File: config.mk
export PLATFORM = sky130hd
export DESIGN_NAME = instruction_fetch_unit
export DESIGN_NICKNAME = d
export VERILOG_FILES = /design/src/rtl/instruction_fetch_unit.sv
export SDC_FILE = /design/constraint.sdc
export NUM_CORES = 1
export LEC_CHECK = 0
export ABC_AREA = 0
export BUFFER_PORTS_ARGS = -buffer_cell sky130_fd_sc_hd__buf_2
export CAP_MARGIN = 0
export CORE_ASPECT_RATIO = 0.8
export CORE_MARGIN = 1.5
export CORE_UTILIZATION = 45
export DETAILED_ROUTE_END_ITERATION = 8
export PLACE_DENSITY = 0.7
export SKIP_LAST_GASP = 1
export SYNTH_ARGS = -nofsm -noshare
export SYNTH_HDL_FRONTEND = slang
export SYNTH_SLANG_ARGS = --single-unit
File: constraint.sdc
create_clock -name clk -period 10.7 [get_ports clk]
set_clock_uncertainty 0.2 [all_clocks]
set_input_delay 1.605 -clock clk [delete_from_list [all_inputs] [get_ports clk]]
set_output_delay 1.605 -clock clk [all_outputs]
set_load 0.01 [all_outputs]
File: src/rtl/instruction_fetch_unit.sv
// Single-outstanding instruction fetch unit: issues word reads to instruction memory
// and presents one registered instruction to decode, with redirect and kill handling.
module instruction_fetch_unit #(
  parameter logic [31:0] RESET_PC = 32'h0000_0000
) (
  input  logic        clk,
  input  logic        rst,
  output logic        imem_req,
  output logic [31:0] imem_addr,
  input  logic        imem_gnt,
  input  logic        imem_rvalid,
  input  logic [31:0] imem_rdata,
  input  logic        redirect_valid,
  input  logic [31:0] redirect_pc,
  input  logic        stall,
  output logic        instr_valid,
  output logic [31:0] instr_out,
  output logic [31:0] pc_out
);

  localparam logic [31:0] NOP = 32'h0000_0013;

  typedef enum logic {S_REQ, S_WAIT} state_t;

  state_t      state_reg;
  logic        kill_reg;
  logic        pending_reg;
  logic [31:0] pc_reg;
  logic [31:0] fetch_addr_reg;
  logic        instr_valid_reg;
  logic [31:0] instr_out_reg;
  logic [31:0] pc_out_reg;
  logic [31:0] addr_sel;

  // An ungranted request keeps presenting its original address, even if pc moved
  assign addr_sel  = pending_reg ? fetch_addr_reg : pc_reg;
  assign imem_addr = {addr_sel[31:2], 2'b00};
  assign imem_req  = !rst && (state_reg == S_REQ) &&
                     (pending_reg || !instr_valid_reg || !stall);

  assign instr_valid = instr_valid_reg;
  assign instr_out   = instr_out_reg;
  assign pc_out      = pc_out_reg;

  always_ff @(posedge clk or posedge rst) begin
    if (rst) begin
      state_reg       <= S_REQ;
      kill_reg        <= 1'b0;
      pending_reg     <= 1'b0;
      pc_reg          <= {RESET_PC[31:2], 2'b00};
      fetch_addr_reg  <= {RESET_PC[31:2], 2'b00};
      instr_valid_reg <= 1'b0;
      instr_out_reg   <= NOP;
      pc_out_reg      <= 32'h0000_0000;
    end else begin
      if (imem_req)
        fetch_addr_reg <= imem_addr;
      pending_reg <= imem_req && !imem_gnt;

      if (instr_valid_reg && !stall)
        instr_valid_reg <= 1'b0;

      case (state_reg)
        S_REQ: begin
          if (imem_req && imem_gnt)
            state_reg <= S_WAIT;
        end
        S_WAIT: begin
          if (imem_rvalid) begin
            state_reg <= S_REQ;
            kill_reg  <= 1'b0;
            if (!kill_reg && !redirect_valid) begin
              instr_out_reg   <= imem_rdata;
              pc_out_reg      <= fetch_addr_reg;
              instr_valid_reg <= 1'b1;
              pc_reg          <= pc_reg + 32'd4;
            end
          end
        end
        default: state_reg <= S_REQ;
      endcase

      // Redirect wins over stall and capture; any in-flight or held request is killed
      if (redirect_valid) begin
        pc_reg          <= {redirect_pc[31:2], 2'b00};
        instr_valid_reg <= 1'b0;
        if (imem_req || (state_reg == S_WAIT && !imem_rvalid))
          kill_reg <= 1'b1;
      end
    end
  end

endmodule

; Yosys cells after proc, flatten, opt, wreduce, memory -nomap -nowiden
; Index checks and enable logic that the tools add are counted.
[op_classes]
add_sub_neg = 1
muxes = 17
n_bitwise = 1
n_reduce_logical = 22
[op_table]
columns = op, count
row1 = 32-bit two-way mux, 5
row2 = 32-bit by 3-bit adder with 32-bit output (second input constant), 1
row3 = 1-bit two-way mux, 11
row4 = 1-bit logical AND, 7
row5 = 1-bit zero test, 7
row6 = 3-bit AND reduction, 2
row7 = 2-bit nonzero test, 3
row8 = 1-bit logical OR, 3
row9 = 1-bit case mux with 2 select lines, 1
row10 = 1-bit NOT, 1
[word_totals]
register_bits = 128
output_inout_bits = 98

; Longest topological paths before layout
; Gate-level depths: netlist of run 1.
[depth]
word_depth = 7
depth_mapped = 6
ltp_nobuf = 5

; Least setup slack after synthesis of run 1
; OpenSTA, ideal clock, no wires.
[synth_timing]
path_kind = input to output
start = in rst
end = out imem_req
t_arrival_ps = 2313
t_required_ps = 8895
slack_ps = 6582
path_stages = 4
n_path_buf = 1
cell_sequence = nor2_1 o21ai_0 inv_1 buf_1
[synth_between]
elab_chain_cells = 3
[synth_lines]
columns = element, line
row1 = from (decl), 7  ; input logic rst,
row2 = 1-bit zero test (no line), -
row3 = 1-bit logical AND (2 in a row), 38  ; assign imem_req = !rst && (state_reg == S_REQ) &&
row4 = to (decl), 8  ; output logic imem_req,
; Every way passes these cells.

; Worst setup path after layout of run 1
[layout_timing]
start = in stall
end = out imem_req
[layout_between]
elab_chain_cells = 3
[layout_lines]
columns = element, line
row1 = from (decl), 15  ; input logic stall,
row2 = 1-bit zero test, 39  ; (pending_reg || !instr_valid_reg || !stall);
row3 = 1-bit logical OR, 39
row4 = 1-bit logical AND, 38
; Every way passes these cells.

==> impl_results.md, run 1 <==
- Vias: 4260
- CP Data Arrival Time: 2.28 ns
- Slew HR: 36.0%
- Commonest non-fill, non-tap cell in the layout: buf_2
- Initial antenna violation count: 2
- Startpoint class of the critical path: input pin
- Post-layout instance area: 7310 um^2
- Largest cells by area after synthesis: dfrtp_1 (54%), mux2_2 (23%), or4_1 (2.2%)
- Worst hold path stage count: 1
- Yosys top cell area share: 53.9%
- Top-Level Pins: 168
- Clk_lat worst skew: 0.41 ns
- PortBufs: 161
- Post-synthesis sequential area ratio: 55.3%
- Layout area overhead: 28.0%
- Post-synth cell types: 39
- Final hold viol count: 0
- Post-CTS setup buffer count: 0
- Die width: 129 um
- H-Tree Depth: 4
- Layout cells sized above 1: 50.1%
- Max FFs per register: 32
- Min Hold Slack: 0.299 ns
- Pin count of the biggest net entering global routing: 76
- Synth Register Bits: 126
- Outcome: complete, no violations
- FMAX: 245 MHz
- Post-CTS Hold Buffers: 0
- Vias in the first global route: 4364
- Gr ovfl total: 0
- Syn Area/Cell: 12.3 um^2
- Crit Path Max Fanout: 3
- Max IR drop VDD: 0.142 mV
- Synth warn: 0
- Critical Path End Type: output pin
- GR Util All Layers: 21.0%
- Max Cap Viol: 0
- Chip height: 104 um
- Part of the cycle the worst path needs: 38.2%
- Post-route DRC: 0
- Placed cell areas: 6650 um^2
- Power per cell area: 246 nW/um^2
- Critical path class: in -> out
- Final Util: 59.4%
- Async set or reset register ratio after synthesis: 100%
- TritonCTS clock tree: yes
- Worst-margin pin slew: 0.954 ns
- Starting Density: 46.4%
- DR iter-0 viols: 203
- Clk sinks: 126
- Fillers: 1035
- Post-cts resize count: 0
- Nets: 696
- HP Class: reg -> reg
- Req. time, crit path: 8.90 ns
- EDFF count, synth: 0
- Setup tns final: 0 ns
- Detailed Place HPWL: 9280 um
- Leak pwr: 0.00328 uW
- Slew Viols, Final: 0
- RSZ-0062 raised after global routing: false
- Commonest non-fill, non-tap cells in the layout: buf_2 (161), dfrtp_1 (123), mux2_2 (116), nand2_1 (33), o21ai_0 (25)
- Core area: 12300 um^2
- Antenna-violating nets left: 0
- Routed wire length: 13300 um
- Syn Std Cell Area: 5710 um^2
- Finish-stage setup viols: 0
- DIE AREA: 13400 um^2
- Worst reg2reg path depth: 5
- First-pass GRT wire length: 21700 um
- Minimum clock period: 4.09 ns
- CTS max path bufs: 2
- 1st-pass router iterations: 4
- Synth area leader: dfrtp_1
- CTS Buf Count: 17
- CTS Root Cell: clkbuf_16
- DR vias/cell: 5.25
- Wire per inst: 16.4 um
- Most common flop cell mapped by yosys: dfrtp_1
- Gpl congestion: 0.778
- Clk pin slew, worst setup/hold paths: 0.05 ns
- # rows: 36
- Post-Syn Instances: 466
path summary, 6_finish.rpt:
kind	startpoint	slack [ns]	endpoint
max	stall	6.61	imem_req
min	pc_out[25]	0.30	pc_out[25]
max reg2reg	pc_reg[2]	7.79	pc_reg[24]
min reg2reg	pc_out[25]	0.30	pc_out[25]
max in group asynchronous	rst	7.80	pc_reg[25]
min in group asynchronous	rst	1.10	instr_valid
synth_stat cells, types with 3 or more instances:
cell	number
xnor2_1	7
or3_1	6
dfrtp_1	123
or4_1	17
nand4_1	4
nor3_1	4
mux2_2	116
nor2_1	24
clkbuf_1	18
buf_4	4
buf_1	3
nor4_1	4
a31oi_1	17
inv_1	9
nand2_1	33
xor2_1	3
o21ai_0	25
o31ai_1	12
nand3_1	12
dfstp_2	3
power breakdown:
group | internal (uW) | total [uW] | switching (uW)
Combinational | 231 | 437 | 205
Clock | 426 | 628 | 203
Sequential | 637 | 730 | 93.0
Total | 1290 | 1790 | 501
metal layers:
layer  vias up  share of wire [%]  track usage (%)  wire length, um
met1      2101                 45             27.7             6030
met3        18                5.8             6.51              767
met4         0                1.7             7.14              221
met5         -                  0                0                0
li1       2019                  -                -                -
met2       122                 47             32.7             6290
metrics by stage:
stage | setup slack (ns) | total power, uW | cells
4_1_cts | 6.60 | 1820 | 808
2_1_floorplan | 5.54 | 983 | 469
5_1_grt | 6.46 | 1890 | 809
3_3_place_gp | 6.64 | 1160 | 777
6_report | 6.61 | 1790 | 811
3_5_place_dp | 6.62 | 1180 | 777
final cells by class:
class                           instances  area (um^2)  share of cell area, %
Timing Repair Buffer                  165          836                   11.4
Antenna cell                            3         7.51                  0.103
Sequential cell                       126         3160                   43.2
Clock inverter                          9          184                   2.52
Clock buffer                           22          464                   6.35
Multi-Input combinational cell        305         2400                   32.9
Inverter                               10         40.0                  0.548
Tap cell                              171          214                   2.93
cell families after synthesis:
family / share of synthesized area [%]
buffers and inverters: 2.94
flip-flops: 55.3
multiplexers: 23.0
AND/OR/NAND/NOR: 10.7
XOR/XNOR: 1.53
other: 0.0657
adder cells (fa/ha/maj): 0.219
AO/OA/AOI/OAI: 6.24
critical path, cell delays in order:
cell     delay (ns)
buf_2          0.08
nand2_1        0.06
o21ai_0        0.28
inv_1          0.11
buf_2          0.15
Power figures use the tool's default switching activity.
==> inputs of run 2 (changes only) <==
--- a/config.mk
+++ b/config.mk
@@ -5,14 +5,14 @@
 export SDC_FILE = /design/constraint.sdc
 export NUM_CORES = 1
 export LEC_CHECK = 0
-export ABC_AREA = 0
+export ABC_AREA = 1
 export BUFFER_PORTS_ARGS = -buffer_cell sky130_fd_sc_hd__buf_2
 export CAP_MARGIN = 0
 export CORE_ASPECT_RATIO = 0.8
 export CORE_MARGIN = 1.5
 export CORE_UTILIZATION = 45
 export DETAILED_ROUTE_END_ITERATION = 8
-export PLACE_DENSITY = 0.7
+export PLACE_DENSITY = 0.72
 export SKIP_LAST_GASP = 1
 export SYNTH_ARGS = -nofsm -noshare
 export SYNTH_HDL_FRONTEND = slang
==> constraint.sdc (replaced) <==
create_clock -name clk -period 3.55 [get_ports clk]
set_clock_uncertainty 0.2 [all_clocks]
set_input_delay 0.5325 -clock clk [delete_from_list [all_inputs] [get_ports clk]]
set_output_delay 0.5325 -clock clk [all_outputs]
set_load 0.01 [all_outputs]
==> run 2 against run 1 <==
  * Global-route usage grew 2.3 points
  * Power rose to 2.8 times the previous value
  * Count of clock-buffer cells in the layout is 4 lower
  * Synthesized cell count up 72%
  * Area after synthesis rose by 6.5%
  * Die area rose by 6.3%
  * Cell count rose by 41%
  * Non-clock buffer count grew 4
  * Routed wire length grew 20%
  * Via count up 32%
  * Highest routed layer unchanged
  * Critical endpoint is now imem_addr[15]
  * Sequential power increased to 2.9 times the previous value
  * Largest power group unchanged
==> impl_results.md, run 2 <==
- Initial antenna violation count: 1
- Outcome: complete, no violations
- Gpl congestion: 0.886
- Synth cell count leaders: nand2_1 (316), dfrtp_1 (123), o21ai_0 (97)
- DR vias/cell: 4.91
- Post-CTS setup buffer count: 0
- EDFF count, synth: 0
- Post-place setup slack: 1.30 ns
- Flop pwr share: 41.5%
- TritonCTS clock tree: yes
- CP Data Arrival Time: 1.74 ns
- Vias: 5606
- Worst setup margin: 1.08 ns
- Wire per inst: 14.0 um
- Critical Path End Type: output pin
- PortBufs: 161
- Clock power share: 33.8%
- Syn Std Cell Area: 6080 um^2
- Final hold viol count: 0
- Core area: 13000 um^2
- First-pass GRT wire length: 25500 um
- Commonest non-fill, non-tap cells in the layout: nand2_1 (316), buf_2 (161), dfrtp_1 (123), o21ai_0 (97), inv_1 (76)
- Syn Area/Cell: 7.59 um^2
- DR iter-0 viols: 488
- Power per cell area: 667 nW/um^2
- Layout area overhead: 24.7%
- Gr ovfl total: 0
- Layout cells sized above 1: 22.0%
- Post-synth cell types: 35
- DIE AREA: 14200 um^2
- Nets: 1024
- H-Tree Depth: 4
- Die width: 133 um
- Worst-margin pin slew: 0.722 ns
- Sw frac: 32.8%
- Routed wire length: 16000 um
- Leak pwr: 0.00397 uW
- NetSw: 1660 uW
- Startpoint class of the critical path: flop
- Chip height: 107 um
- R2R Path Start: state_reg
- Synth warn: 0
- Vias in the first global route: 5117
- Slew HR: 51.8%
- CTS Buf Count: 17
- Yosys top cell area share: 50.6%
- Final Util: 58.3%
- Clk_lat worst skew: 0.41 ns
- Worst reg-to-reg setup slack: 1.46 ns
- Synth Register Bits: 126
- Crit Path Max Fanout: 60
- Clk sinks: 126
- Pin count of the biggest net entering global routing: 70
- Post-synthesis sequential area ratio: 51.9%
- Part of the cycle the worst path needs: 69.6%
- Post-Syn Instances: 801
- CTS max path bufs: 2
- 1st-pass router iterations: 5
- Max FFs per register: 32
- # rows: 37
- Post-route DRC: 0
- Antenna-violating nets left: 0
- GR Util All Layers: 23.3%
- Post-layout instance area: 7580 um^2
- FMAX: 405 MHz
- Async set or reset register ratio after synthesis: 100%
- RR Endpoint: pc_reg[15]
- Slew Viols, Final: 0
- Starting Density: 46.7%
- Post-cts resize count: 0
- Post-CTS Hold Buffers: 0
- Most common flop cell mapped by yosys: dfrtp_1
- RSZ-0062 raised after global routing: false
- Minimum clock period: 2.47 ns
- Critical path class: reg -> out
- Worst reg2reg path depth: 6
- Clk pin slew, worst setup/hold paths: 0.06 ns
- Req. time, crit path: 2.82 ns
- Commonest non-fill, non-tap cell in the layout: nand2_1
- Comb power frac: 24.8%
- Placed cell areas: 7000 um^2
- Setup tns final: 0 ns
- Top-count cell post-synth: nand2_1
- Detailed Place HPWL: 11200 um
- Top-Level Pins: 168
- Max Cap Viol: 0
- Finish-stage setup viols: 0
- Synth area leader: dfrtp_1
- Max IR drop VDD: 0.359 mV
- CTS Root Cell: clkbuf_16
- Largest cells by area after synthesis: dfrtp_1 (51%), nand2_1 (20%), o21ai_0 (8.0%)
- Internal: 3400 uW
- HP Class: in -> async
run 2: layer usage:
layer / track usage (%) / routed length [um] / vias up
li1: - / - / 2810
met4: 9.34 / 317 / 0
met3: 6.62 / 1100 / 24
met5: 0 / 0 / -
met2: 34.0 / 6950 / 187
met1: 32.6 / 7590 / 2585
run 2: power by group through the flow:
stage                     clock (uW)  sequential, uW  combinational [uW]
after floorplan                    0            2240                 573
after global placement             0            2100                1230
after detailed placement           0            2110                1260
after CTS                       1730            2090                1270
after global routing            1810            2150                1410
final                           1710            2100                1250
run 2: kinds of logic (layout without fill, tap and decap cells):
| kind of cell | Yosys count | after routing | share of synthesized area [%] |
|---|---|---|---|
| xor gates and xnor gates | 4 | 4 | 0.576 |
| adders and majority gates | 1 | 1 | 0.206 |
| other | 1 | 6 | 0.0617 |
| AOI/OAI and AO/OA | 124 | 124 | 10.8 |
| buffers and inverters | 118 | 279 | 8.19 |
| DFF | 126 | 126 | 51.9 |
| and+or+nand+nor | 427 | 427 | 28.2 |
run 2: per-stage QoR:
step | total power, uW | hold WS [ns] | instances
after floorplan | 2810 | 0.268 | 804
after global placement | 3330 | 0.249 | 1109
after detailed placement | 3370 | 0.254 | 1109
after CTS | 5100 | 0.0461 | 1140
after global routing | 5370 | 0.0795 | 1141
final | 5050 | 0.0361 | 1142
run 2: final cells by class:
type	instances	area (um^2)
Antenna cell	2	5.00
Fill cell	1220	5430
Tap cell	175	219
Multi-Input combinational cell	560	2440
Inverter	79	300
Clock buffer	18	439
Sequential cell	126	3160
Timing Repair Buffer	169	878
Clock inverter	13	139
run 2: how the worst max path moves through the flow:
stage | startpoint | end | slack, ns | depth (start not counted)
after floorplan | rst | fetch_addr_reg[10] | 1.27 | 1
after global placement | redirect_valid | pc_reg[15] | 1.35 | 5
after detailed placement | redirect_valid | pc_reg[24] | 1.30 | 6
after CTS | pending_reg | imem_addr[15] | 1.11 | 3
after global routing | pending_reg | imem_addr[15] | 0.98 | 4
final | pending_reg | imem_addr[15] | 1.08 | 3
run 2: critical path, cell delays in order, from the launching register on:
cell,delay (ns)
dfrtp_1,0.37
buf_4,0.28
o21ai_0,0.43
buf_2,0.21
==> inputs of run 3 (changes only) <==
--- a/config.mk
+++ b/config.mk
@@ -12,7 +12,7 @@
 export CORE_MARGIN = 1.5
 export CORE_UTILIZATION = 45
 export DETAILED_ROUTE_END_ITERATION = 8
-export PLACE_DENSITY = 0.72
+export PLACE_DENSITY = 0.69
 export SKIP_LAST_GASP = 1
 export SYNTH_ARGS = -nofsm -noshare
 export SYNTH_HDL_FRONTEND = slang
==> constraint.sdc (replaced) <==
create_clock -name clk -period 2.4 [get_ports clk]
set_clock_uncertainty 0.2 [all_clocks]
set_input_delay 0.36 -clock clk [delete_from_list [all_inputs] [get_ports clk]]
set_output_delay 0.36 -clock clk [all_outputs]
set_load 0.01 [all_outputs]
==> run 3 against run 2 <==
  * Global-route usage increased by 1.2 points
  * Non-clock buffer count increased by 53
  * Cell count is 4.6% higher
  * Combinational power increased by 54%
  * Critical path depth unchanged
  * Clock power grew 50%
  * Hold slack lost 0.019 ns
  * Design area rose by 7.4%
  * Routed wire length increased by 3.5%
  * First-iteration DRC count unchanged
  * Power grew 50%
  * Largest power group unchanged
  * Highest routed layer unchanged
==> impl_results.md, run 3 (synthesized netlist as in run 2, its figures left out) <==
- Outcome: complete, no violations
- Core area: 13000 um^2
- CP Cell Sequence: buf_12 > o21ai_0 > buf_2
- Clk pin slew, worst setup/hold paths: 0.06 ns
- Clock power share: 33.8%
- Gpl congestion: 0.909
- FMAX: 453 MHz
- Detailed Place HPWL: 11300 um
- Crit Path Max Fanout: 32
- Antenna cell count: 0
- Minimum clock period: 2.21 ns
- Slew HR: 53.6%
- Pin count of the biggest net entering global routing: 75
- Post-route DRC: 0
- Comb power frac: 25.4%
- Power per cell area: 932 nW/um^2
- Fillers: 1173
- Req. time, crit path: 1.84 ns
- # rows: 37
- Leak pwr: 0.00421 uW
- DIE AREA: 14200 um^2
- Post-place setup slack: 0.395 ns
- CTS max path bufs: 2
- Chip height: 107 um
- Max FFs per register: 32
- Worst reg2reg path depth: 9
- Gr ovfl total: 0
- H-Tree Depth: 4
- Worst-margin pin slew: 0.695 ns
- Internal: 5090 uW
- Clk_lat worst skew: 0.41 ns
- Part of the cycle the worst path needs: 92.1%
- Clk sinks: 126
- Layout area overhead: 34.0%
- Worst hold path stage count: 3
- CTS Buf Count: 17
- Wire per inst: 13.8 um
- Sw frac: 33.0%
- First-pass GRT wire length: 26800 um
- Initial antenna violation count: 0
- Nets: 1077
- Worst setup margin: 0.190 ns
- GR Util All Layers: 24.4%
- Startpoint class of the critical path: flop
- DR iter-0 viols: 488
- Layout cells sized above 1: 21.2%
- Finish-stage setup viols: 0
- R2R Path Start: pc_reg[3]
- RR Endpoint: pc_reg[23]
- WHS Endpoint: pc_reg[12]
- Setup tns final: 0 ns
- Max Cap Viol: 0
- CTS Root Cell: clkbuf_16
- Commonest non-fill, non-tap cell in the layout: nand2_1
- Die width: 133 um
- Starting Density: 46.7%
- Min Hold Slack: 0.0173 ns
- Vias: 5844
- HP Class: in -> reg
- Top-Level Pins: 168
- Max IR drop VDD: 0.545 mV
- Worst reg-to-reg setup slack: 0.42 ns
- Antenna-violating nets left: 0
- Slowest Stage Delay on Critical Path: 0.48 ns
- Slowest CP cell: dfrtp_1
- Flop pwr share: 40.8%
- PortBufs: 161
- Critical path class: reg -> out
- Hold_sp: redirect_pc[12]
- CP Data Arrival Time: 1.65 ns
- TritonCTS clock tree: yes
- Routed wire length: 16500 um
- Commonest non-fill, non-tap cells in the layout: nand2_1 (316), buf_2 (161), dfrtp_1 (123), o21ai_0 (97), inv_1 (76)
- NetSw: 2510 uW
- Slew Viols, Final: 0
- DR vias/cell: 4.89
- Final hold viol count: 0
- Critical Path End Type: output pin
- Vias in the first global route: 5460
- RSZ-0062 raised after global routing: false
- 1st-pass router iterations: 5
==> run 3: layout make-up <==
cell class	instances	area (um^2)	area share, %
Sequential cell	126	3160	38.8
Tap cell	175	219	2.69
Timing Repair Buffer	222	1440	17.6
Multi-Input combinational cell	560	2440	30.0
Clock inverter	14	160	1.97
Clock buffer	18	429	5.27
Inverter	79	300	3.69
==> run 3: power groups by stage <==
stage	combinational [uW]	clock, uW	sequential (uW)
detailed placement	1880	0	3120
finish	1930	2570	3100
global route	2180	2720	3180
floorplan	848	0	3310
CTS	1950	2620	3090
global placement	1850	0	3100
==> run 3: worst max-delay path by stage <==
stage                 from                  to  slack, ns  cells after the start
2_1_floorplan          rst  fetch_addr_reg[10]       0.29                      1
6_report       pending_reg       imem_addr[22]       0.19                      3
3_5_place_dp   imem_rvalid          pc_reg[10]       0.39                      8
5_1_grt        pending_reg       imem_addr[22]       0.10                      3
4_1_cts        pending_reg       imem_addr[22]       0.17                      3
3_3_place_gp   imem_rvalid          pc_reg[10]       0.42                      8
==> run 3: metrics by stage <==
step                cells  power, uW  area (um^2)  util [%]
detailed placement   1113       5000         7060      54.3
finish               1194       7590         8140      62.6
floorplan             804       4160         6090         -
global route         1194       8080         8140      62.6
CTS                  1194       7660         8140      62.6
global placement     1113       4950         7060      54.3
==> run 3: worst max-delay path: cells and delay by family, from the launching register on <==
kind | cells | cell delay, ns
buf+inv | 2 | 0.42
compound gates | 1 | 0.34
flops | 1 | 0.48
==> run 3: layer usage <==
metal	wire, um	track usage, %
met5	0	0
met2	7270	36.9
met3	1100	4.40
met4	392	10.3
met1	7760	34.8
==> run 3: repair_timing <==
action,4_1_cts,5_1_grt
setup buffers,0,0
resized for setup,0,0
hold buffers,49,0
endpoints found under the hold margin,118,0
